`config.mk`:
```
export PLATFORM = sky130hd
export DESIGN_NAME = ram_boot_arbiter
export DESIGN_NICKNAME = d
export VERILOG_FILES = /design/src/rtl/ram_boot_arbiter.sv
export SDC_FILE = /design/constraint.sdc
export NUM_CORES = 1
export LEC_CHECK = 0
export BUFFER_PORTS_ARGS = -buffer_cell sky130_fd_sc_hd__buf_4
export CAP_MARGIN = 20
export CORE_AREA = 2 2 115 117
export DETAILED_ROUTE_END_ITERATION = 10
export DIE_AREA = 0 0 117 119
export GPL_TIMING_DRIVEN = 0
export PLACE_DENSITY = 0.66
export SYNTH_ARGS = -nofsm -noshare
export SYNTH_HDL_FRONTEND = slang
export SYNTH_SLANG_ARGS = --single-unit
```
`constraint.sdc`:
```
create_clock -name clk -period 2.88 [get_ports clk]
set_input_delay 0.576 -clock clk [delete_from_list [all_inputs] [get_ports clk]]
set_output_delay 0.576 -clock clk [all_outputs]
set_load 0.1 [all_outputs]
```
`src/rtl/ram_boot_arbiter.sv`:
```
// Boot-time RAM port arbiter: the program loader owns the RAM during LOAD, and the CPU
// owns it in RUN once its reset has been held for RELEASE_CYCLES.
module ram_boot_arbiter #(
    parameter int unsigned RELEASE_CYCLES = 16,
    parameter int unsigned LOAD_TIMEOUT   = 1048576
) (
    input  logic        clk,
    input  logic        rst,
    input  logic        boot_req,
    output logic        start_load,
    input  logic [31:0] ld_addr,
    input  logic [31:0] ld_data,
    input  logic [3:0]  ld_be,
    input  logic        ld_done,
    output logic        cpu_rst,
    input  logic        cpu_req,
    input  logic        cpu_we,
    input  logic [31:0] cpu_addr,
    input  logic [31:0] cpu_wdata,
    input  logic [3:0]  cpu_be,
    output logic        cpu_ack,
    output logic [31:0] cpu_rdata,
    output logic        ram_en,
    output logic        ram_we,
    output logic [29:0] ram_addr,
    output logic [31:0] ram_wdata,
    output logic [3:0]  ram_be,
    input  logic [31:0] ram_rdata,
    output logic [15:0] ld_count,
    output logic        load_err,
    output logic [1:0]  state
);

    typedef enum logic [1:0] {
        IDLE = 2'd0,
        LOAD = 2'd1,
        HOLD = 2'd2,
        RUN  = 2'd3
    } state_t;

    localparam logic [23:0] TIMEOUT_LAST = 24'(LOAD_TIMEOUT - 1);
    localparam logic [7:0]  HOLD_LAST    = 8'(RELEASE_CYCLES - 1);

    state_t      cur, nxt;
    logic [23:0] tcnt;
    logic [7:0]  hcnt;
    logic        pending;
    logic        ld_wr, ld_bad, cpu_acc, timed_out;
    logic        unused_cpu_addr_lsbs;

    assign unused_cpu_addr_lsbs = ^cpu_addr[1:0];

    always_comb begin
        ld_wr     = (cur == LOAD) && (ld_be != '0) && (ld_addr[1:0] == 2'b00);
        ld_bad    = (cur == LOAD) && (ld_be != '0) && (ld_addr[1:0] != 2'b00);
        timed_out = (cur == LOAD) && !ld_done && (tcnt == TIMEOUT_LAST);
        cpu_acc   = (cur == RUN) && cpu_req && !pending;

        nxt = cur;
        case (cur)
            IDLE: if (boot_req) nxt = LOAD;
            LOAD: if (ld_done || timed_out) nxt = HOLD;
            HOLD: if (hcnt == HOLD_LAST) nxt = RUN;
            RUN:  nxt = RUN;
            default: nxt = IDLE;
        endcase
    end

    // Port mux is gated by rst so an abort cannot sneak a write through in the reset cycle.
    always_comb begin
        ram_en    = 1'b0;
        ram_we    = 1'b0;
        ram_addr  = '0;
        ram_wdata = '0;
        ram_be    = '0;
        if (!rst) begin
            if (ld_wr) begin
                ram_en    = 1'b1;
                ram_we    = 1'b1;
                ram_addr  = ld_addr[31:2];
                ram_wdata = ld_data;
                ram_be    = ld_be;
            end else if (cpu_acc) begin
                ram_en    = 1'b1;
                ram_we    = cpu_we;
                ram_addr  = cpu_addr[31:2];
                ram_wdata = cpu_wdata;
                ram_be    = cpu_be;
            end
        end
    end

    assign cpu_ack   = pending;
    assign cpu_rdata = pending ? ram_rdata : '0;
    assign state     = cur;

    always_ff @(posedge clk) begin
        if (rst) begin
            cur        <= IDLE;
            start_load <= 1'b0;
            cpu_rst    <= 1'b1;
            pending    <= 1'b0;
            ld_count   <= '0;
            load_err   <= 1'b0;
            tcnt       <= '0;
            hcnt       <= '0;
        end else begin
            cur        <= nxt;
            start_load <= (nxt == LOAD) || (nxt == HOLD);
            cpu_rst    <= (nxt != RUN);
            pending    <= cpu_acc;
            tcnt       <= (cur == LOAD) ? tcnt + 24'd1 : '0;
            hcnt       <= (cur == HOLD) ? hcnt + 8'd1 : '0;
            if (ld_wr && (ld_count != '1))
                ld_count <= ld_count + 16'd1;
            if (ld_bad || timed_out)
                load_err <= 1'b1;
        end
    end

endmodule

```
==> flow_summary.toml, run 1 <==
[status]
status = "complete, no violations"

[setup_path]
cp-startpoint = "state[1]"
crit_path_start_kind = "flip-flop"
end_kind = "primary output"
r2r_slack_ns = 0.38
required_ns = 2.30
r2r-start = "tcnt[0]"
worst_r2r_path_depth = 7
critPathKind = "flip-flop to primary output"
cp.arrival_ns = 2.25
cp_max_fo = 10
r2r_end = "start_load"

[power_and_ir_drop]
irDropWorstVdd_v = 0.000241
p_switching_mw = 0.601
internal_power_mw = 1.35
seq_power_share_pct = 39.2
combPwrFrac_pct = 29.5
total_leakage_power_nw = 3.01
swShare_pct = 30.9
p_clk_share_pct = 31.2
cellPowerDensity_nw_per_um2 = 287

[routing]
wl_met3_um = 2930
first_pass_iters = 4
drc = 0
routed_wl_um = 19500
ant_nets = 0
wire_per_inst_um = 21.7
vias = 4574
wl_met2_um = 7880
highest_layer = "met5"
dr.first_iter.drc_count = 239
drt-met1-wl_um = 8470
viasPerCell = 5.10

[clock_tree]
cts_buffers = 5
clock_latency_ns = 0.29
clk_pin_slew_ns = 0.07
cts_tree = "built"
root_buffer = "clkbuf_16"
cts_sinks = 54
clock_path_buffers = 2
htreeDepth = 2
postCtsHoldBufs = 0

[global_route]
grt_max_degree = 16
grtUsageTotal_pct = 26.3
grt_pass1_wl_um = 26700
grt_pass1_vias = 4312
grt_overflow = 0
antenna_found_initial = 5

[place]
hpwl_um = 16200
dp_worst_setup_slack_ns = -0.653
dp.cells = 884
routabilityCongestion = 0.860
io_buffers = 293

[sta]
worst_slew_pin_slew_ns = 0.760
fin_crit_sh_pct = 98.2
slew_headroom_pct = 48.9
finalSetupTns_ns = 0
fin_ws_ns = 0.0522
timing.final.max_slew_violations = 0
hold_violations = 0
final.min_clock_period_ns = 2.83
setup_viol = 0
fin_worst_skew_ns = 0.00436
fmax_ghz = 0.354

[finish]
finish.utilization_pct = 52.7
fin_cells = 897
drive_gt1_share_pct = 54.4
syn2layout_area_growth_pct = 99.7
nNetsFinal = 896

[floorplanning]
coreArea_um2 = 12900
start_util_pct = 26.4
num_rows = 42
fp.dieH_um = 119
io_pins = 296
die_x_um = 117
dieArea_um2 = 13900

[synth]
synthTopCellsByArea = "dfxtp_1 32%, a22o_1 17%, and2_1 6.3%"
syn_area_um2 = 3400
synth_nets = 593
synth_top_area_share_pct = 31.8
ys_ff_latch = 54
synth_warnings = 0
syn_area_per_cell_um2 = 8.19
async_flop_share_pct = 0
ys_types = 42
synth_edf_count = 0
seq_area_frac_synth_pct = 31.8
synth_ff_type = "dfxtp_1"
yosysTopAreaCell = "dfxtp_1"
netlist_instances = 415

[flow_run]
drv_cap = 0

[worst_hold_path]
hold_path_depth = 1
hold_start = "hcnt[0]"
holdPathEnd = "hcnt[0]"
hold_path.class = "flip-flop to flip-flop"
## power by group through the flow
stage / logic [mW] / registers [mW] / clock network [mW]
after CTS: 0.566 / 0.764 / 0.623
final: 0.575 / 0.764 / 0.608
after detailed placement: 0.532 / 0.781 / 0
after global placement: 0.527 / 0.781 / 0
after global routing: 0.598 / 0.765 / 0.647
after floorplan: 0.208 / 0.836 / 0
## critical path, cell delays in order (launching register included)
cell and delay (ns):
dfxtp_4 0.35, buf_6 0.13, or4b_4 0.50, nor3_4 0.16
buf_12 0.14, clkbuf_2 0.23, a22o_2 0.21, buf_6 0.23
## final cells by class
cell class	instances	area, um^2
diodes	2	5.00
plain buffers	28	176
clock buffers	7	143
clock inverters	1	5.00
fillers	1198	6090
inverters	6	22.5
multi-input cells	327	2430
flip-flops and latches	54	1090
well taps	176	220
repair buffers	296	2690
## flip-flops by register name, indices dropped and copies added, names as in the netlist
| register | flops |
|---|---|
| ld_count | 16 |
| state | 2 |
| tcnt | 24 |
| cpu_rst | 1 |
| cpu_ack | 1 |
| hcnt | 8 |
| load_err | 1 |
| start_load | 1 |
## cells in the final DEF, fill, tap and decap left out, types with 3 or more instances in the layout
master	count
buf_2	3
clkbuf_1	16
buf_8	20
o21ai_0	10
clkbuf_16	5
nand2_1	22
a22o_4	18
inv_1	6
nand2b_1	3
nand3_1	15
a22o_2	40
dfxtp_1	52
a21oi_1	19
and3_1	8
and2_1	34
a22o_1	7
buf_12	21
buf_4	235
or4_1	16
nand4_1	12
o31ai_1	10
nor2b_1	6
o211ai_1	4
xnor2_1	9
mux2_2	5
nor3_1	5
nor4_1	7
buf_6	24
xor2_1	7
nor2_1	30
or3_1	11
ha_1	4
## worst max path at each step
stage | endpoint | slack, ns | cells past startpoint
detailed placement | ram_addr[15] | -0.65 | 7
CTS | ram_wdata[9] | -0.02 | 7
global route | ram_wdata[30] | -0.003 | 7
floorplan | ram_be[0] | 0.02 | 7
global placement | ram_addr[15] | -0.62 | 7
finish | ram_wdata[30] | 0.05 | 7
## repair_timing
item,in CTS,in global routing
setup endpoints to repair,68,65
cloned,0,0
setup buffers,3,0
pin swaps,3,1
resized for setup,132,21
## metal layers
layer  vias up  GRT usage [%]
met5         -              0
met4         2           3.09
met3        13           15.8
met2       209           35.6
met1      2171           36.9
li1       2179              -
## kinds of logic (layout without fill, tap and decap cells)
logic type | count (synthesis) | count (layout) | share of synthesized area, %
flip-flops | 54 | 54 | 31.8
adder cells (fa/ha/maj) | 4 | 4 | 1.47
other | 0 | 2 | 0
XOR/XNOR | 16 | 16 | 4.12
multiplexers | 5 | 5 | 1.66
AO/OA/AOI/OAI | 117 | 117 | 26.1
buffers and inverters | 34 | 338 | 4.05
AND/OR/NAND/NOR | 185 | 185 | 30.8
## cells in the mapped netlist, types with 5 or more instances
cell type   n
nand2_1    22
dfxtp_1    54
nor2_1     32
o21ai_0    10
nor3_1      6
or3_1      11
xor2_1      7
or4_1      16
and2_1     34
a21oi_1    20
nor4_1      8
clkbuf_1   23
nand4_1    12
nand3_1    15
mux2_2      5
a22o_1     65
nor2b_1     6
xnor2_1     9
o31ai_1    10
inv_1       6
and3_1      8
## metrics by stage
stage	total power, mW	instance area [um^2]	hold slack (ns)
after floorplan	1.04	3590	0.413
after detailed placement	1.31	6010	0.430
final	1.95	6790	0.441
after global placement	1.31	6010	0.423
after CTS	1.95	6700	0.441
after global routing	2.01	6780	0.482
Note: power is estimated with default switching activity, not from simulation.
==> run 2: changes to the inputs <==
--- a/config.mk
+++ b/config.mk
@@ -7,11 +7,11 @@
 export LEC_CHECK = 0
 export BUFFER_PORTS_ARGS = -buffer_cell sky130_fd_sc_hd__buf_4
 export CAP_MARGIN = 20
-export CORE_AREA = 2 2 115 117
+export CORE_ASPECT_RATIO = 1.25
+export CORE_UTILIZATION = 25
 export DETAILED_ROUTE_END_ITERATION = 10
-export DIE_AREA = 0 0 117 119
 export GPL_TIMING_DRIVEN = 0
-export PLACE_DENSITY = 0.66
+export PLACE_DENSITY = 0.63
 export SYNTH_ARGS = -nofsm -noshare
 export SYNTH_HDL_FRONTEND = slang
 export SYNTH_SLANG_ARGS = --single-unit
==> constraint.sdc (replaced) <==
create_clock -name clk -period 3.1 [get_ports clk]
set_input_delay 0.62 -clock clk [delete_from_list [all_inputs] [get_ports clk]]
set_output_delay 0.62 -clock clk [all_outputs]
set_load 0.1 [all_outputs]
==> run 2 against run 1 <==
First-iteration DRC count rose by 53%. Setup slack improved by 0.016 ns. Via count rose by 0.48%.
==> flow_summary.toml, run 2 (synthesis results as in run 1) <==
[floorplanning]
dieArea_um2 = 14100
io_pins = 296
start_util_pct = 25.7
num_rows = 47
die_x_um = 106
fp.dieH_um = 132
coreArea_um2 = 13200

[clock_tree]
cts_tree = "built"
clock_path_buffers = 2
clk_pin_slew_ns = 0.07
clock_latency_ns = 0.30
cts_sinks = 54
postCtsHoldBufs = 0
htreeDepth = 2
root_buffer = "clkbuf_16"
cts_buffers = 5

[setup_path]
crit_path_start_kind = "flip-flop"
r2r-start = "tcnt[0]"
worst_path_max_delay_cell = "or4b_4"
cp-startpoint = "state[1]"
end_kind = "primary output"
worst_r2r_path_depth = 7
cp_max_fo = 10
crit_chain = "buf_6, or4b_4, nor3_4, buf_2, a22o_2, buf_4"
cp.arrival_ns = 2.41
cp_top_family = "simple AND/OR/NAND/NOR gates"
required_ns = 2.48
path_depth = 6
r2r_end = "start_load"
cp_slowest_stage_delay_ns = 0.57
critPathKind = "flip-flop to primary output"
crit_buf_inv = 3
endpoint = "ram_wdata[29]"
r2r_slack_ns = 0.39

[finish]
syn2layout_area_growth_pct = 83.1
layout_common_cells = "278 x buf_4, 62 x a22o_2, 52 x dfxtp_1"
drive_gt1_share_pct = 55.2
reg_top3 = "tcnt (24), ld_count (16), hcnt (8)"
layout_commonest_cell = "buf_4"
nNetsFinal = 895
largest_reg_flops = 24
largest-register = "tcnt"
fill_cells = 1311
design_area_um2 = 6220
diodes = 0
fin_cells = 889

[power_and_ir_drop]
power.total_mw = 1.81
irDropWorstVdd_v = 0.000223
cellPowerDensity_nw_per_um2 = 291
total_leakage_power_nw = 2.82

[routing]
dr.first_iter.drc_count = 365
viasPerCell = 5.17
ant_nets = 0
vias = 4596
routed_wl_um = 18900
first_pass_iters = 4
drc = 0
wire_per_inst_um = 21.2

[sta]
fin_worst_skew_ns = 0.00819
holdWs_ns = 0.450
setup_viol = 0
slew_headroom_pct = 42.3
fin_crit_sh_pct = 97.8
final.min_clock_period_ns = 3.03
fmax_ghz = 0.330
finalSetupTns_ns = 0
timing.final.max_slew_violations = 0
hold_violations = 0
grt_setup_unrepaired = "no"
worst_slew_pin_slew_ns = 0.860

[place]
dp.cells = 879
placed_cell_area_um2 = 5930
io_buffers = 293
hpwl_um = 15900
routabilityCongestion = 0.913

[worst_hold_path]
hold_path.class = "flip-flop to flip-flop"

[global_route]
grt_pass1_wl_um = 27000
grt_overflow = 0
grt_max_degree = 18
grtUsageTotal_pct = 25.9
antenna_found_initial = 0
grt_pass1_vias = 4436

[status]
status = "complete, no violations"

[flow_run]
drv_cap = 0
==> run 2: worst register-to-register path: cells and delay by family, from the launching register on <==
| family | cells | cell delay [ns] |
|---|---|---|
| compound gates | 1 | 0.45 |
| flops | 1 | 0.39 |
| buf+inv | 1 | 0.25 |
| fa+ha+maj | 2 | 0.54 |
| simple gates | 3 | 0.96 |
==> run 2: layer usage <==
| layer | part of all wire [%] | track usage [%] | routed length [um] |
|---|---|---|---|
| met4 | 1.2 | 3.86 | 230 |
| met1 | 44 | 36.7 | 8320 |
| met5 | 0 | 0 | 0 |
| met2 | 45 | 40.9 | 8450 |
| met3 | 9.9 | 5.39 | 1860 |
==> run 2: how the worst min path moves through the flow <==
stage / from / to / slack [ns] / cells after the start
after global routing: hcnt[0] / hcnt[0] / 0.47 / 1
after CTS: hcnt[0] / hcnt[0] / 0.45 / 1
after floorplan: hcnt[0] / hcnt[0] / 0.41 / 1
final: hcnt[0] / hcnt[0] / 0.45 / 1
after global placement: hcnt[0] / hcnt[0] / 0.42 / 1
after detailed placement: hcnt[0] / hcnt[0] / 0.44 / 1
==> run 2: through the flow <==
step / util, % / setup WS, ns
after detailed placement: 44.8 / -0.686
after global routing: 47.0 / 0.000404
after CTS: 46.8 / 0.0376
after floorplan: - / -0.152
final: 47.0 / 0.0679
after global placement: 44.8 / -0.584
==> run 2: area by class of cell <==
cell class | count | area (um^2) | share of cell area [%]
Buffer | 28 | 141 | 2.27
Clock buffer | 6 | 139 | 2.23
Clock inverter | 2 | 16.3 | 0.261
Inverter | 6 | 22.5 | 0.362
Multi-Input combinational cell | 327 | 2310 | 37.2
Sequential cell | 54 | 1080 | 17.4
Tap cell | 171 | 214 | 3.44
Timing Repair Buffer | 295 | 2290 | 36.9
==> run 2: timing repair <==
| item | CTS | global route |
|---|---|---|
| buffers inserted | 0 | 2 |
| resized for setup | 35 | 6 |
| endpoints found under the setup margin | 68 | 20 |
==> run 2: where the power goes <==
part	total, mW	switching, mW	leakage (nW)	internal (mW)
sequential	0.711	0.00870	0.437	0.702
clock	0.596	0.270	0.0735	0.325
combinational	0.502	0.297	2.31	0.205
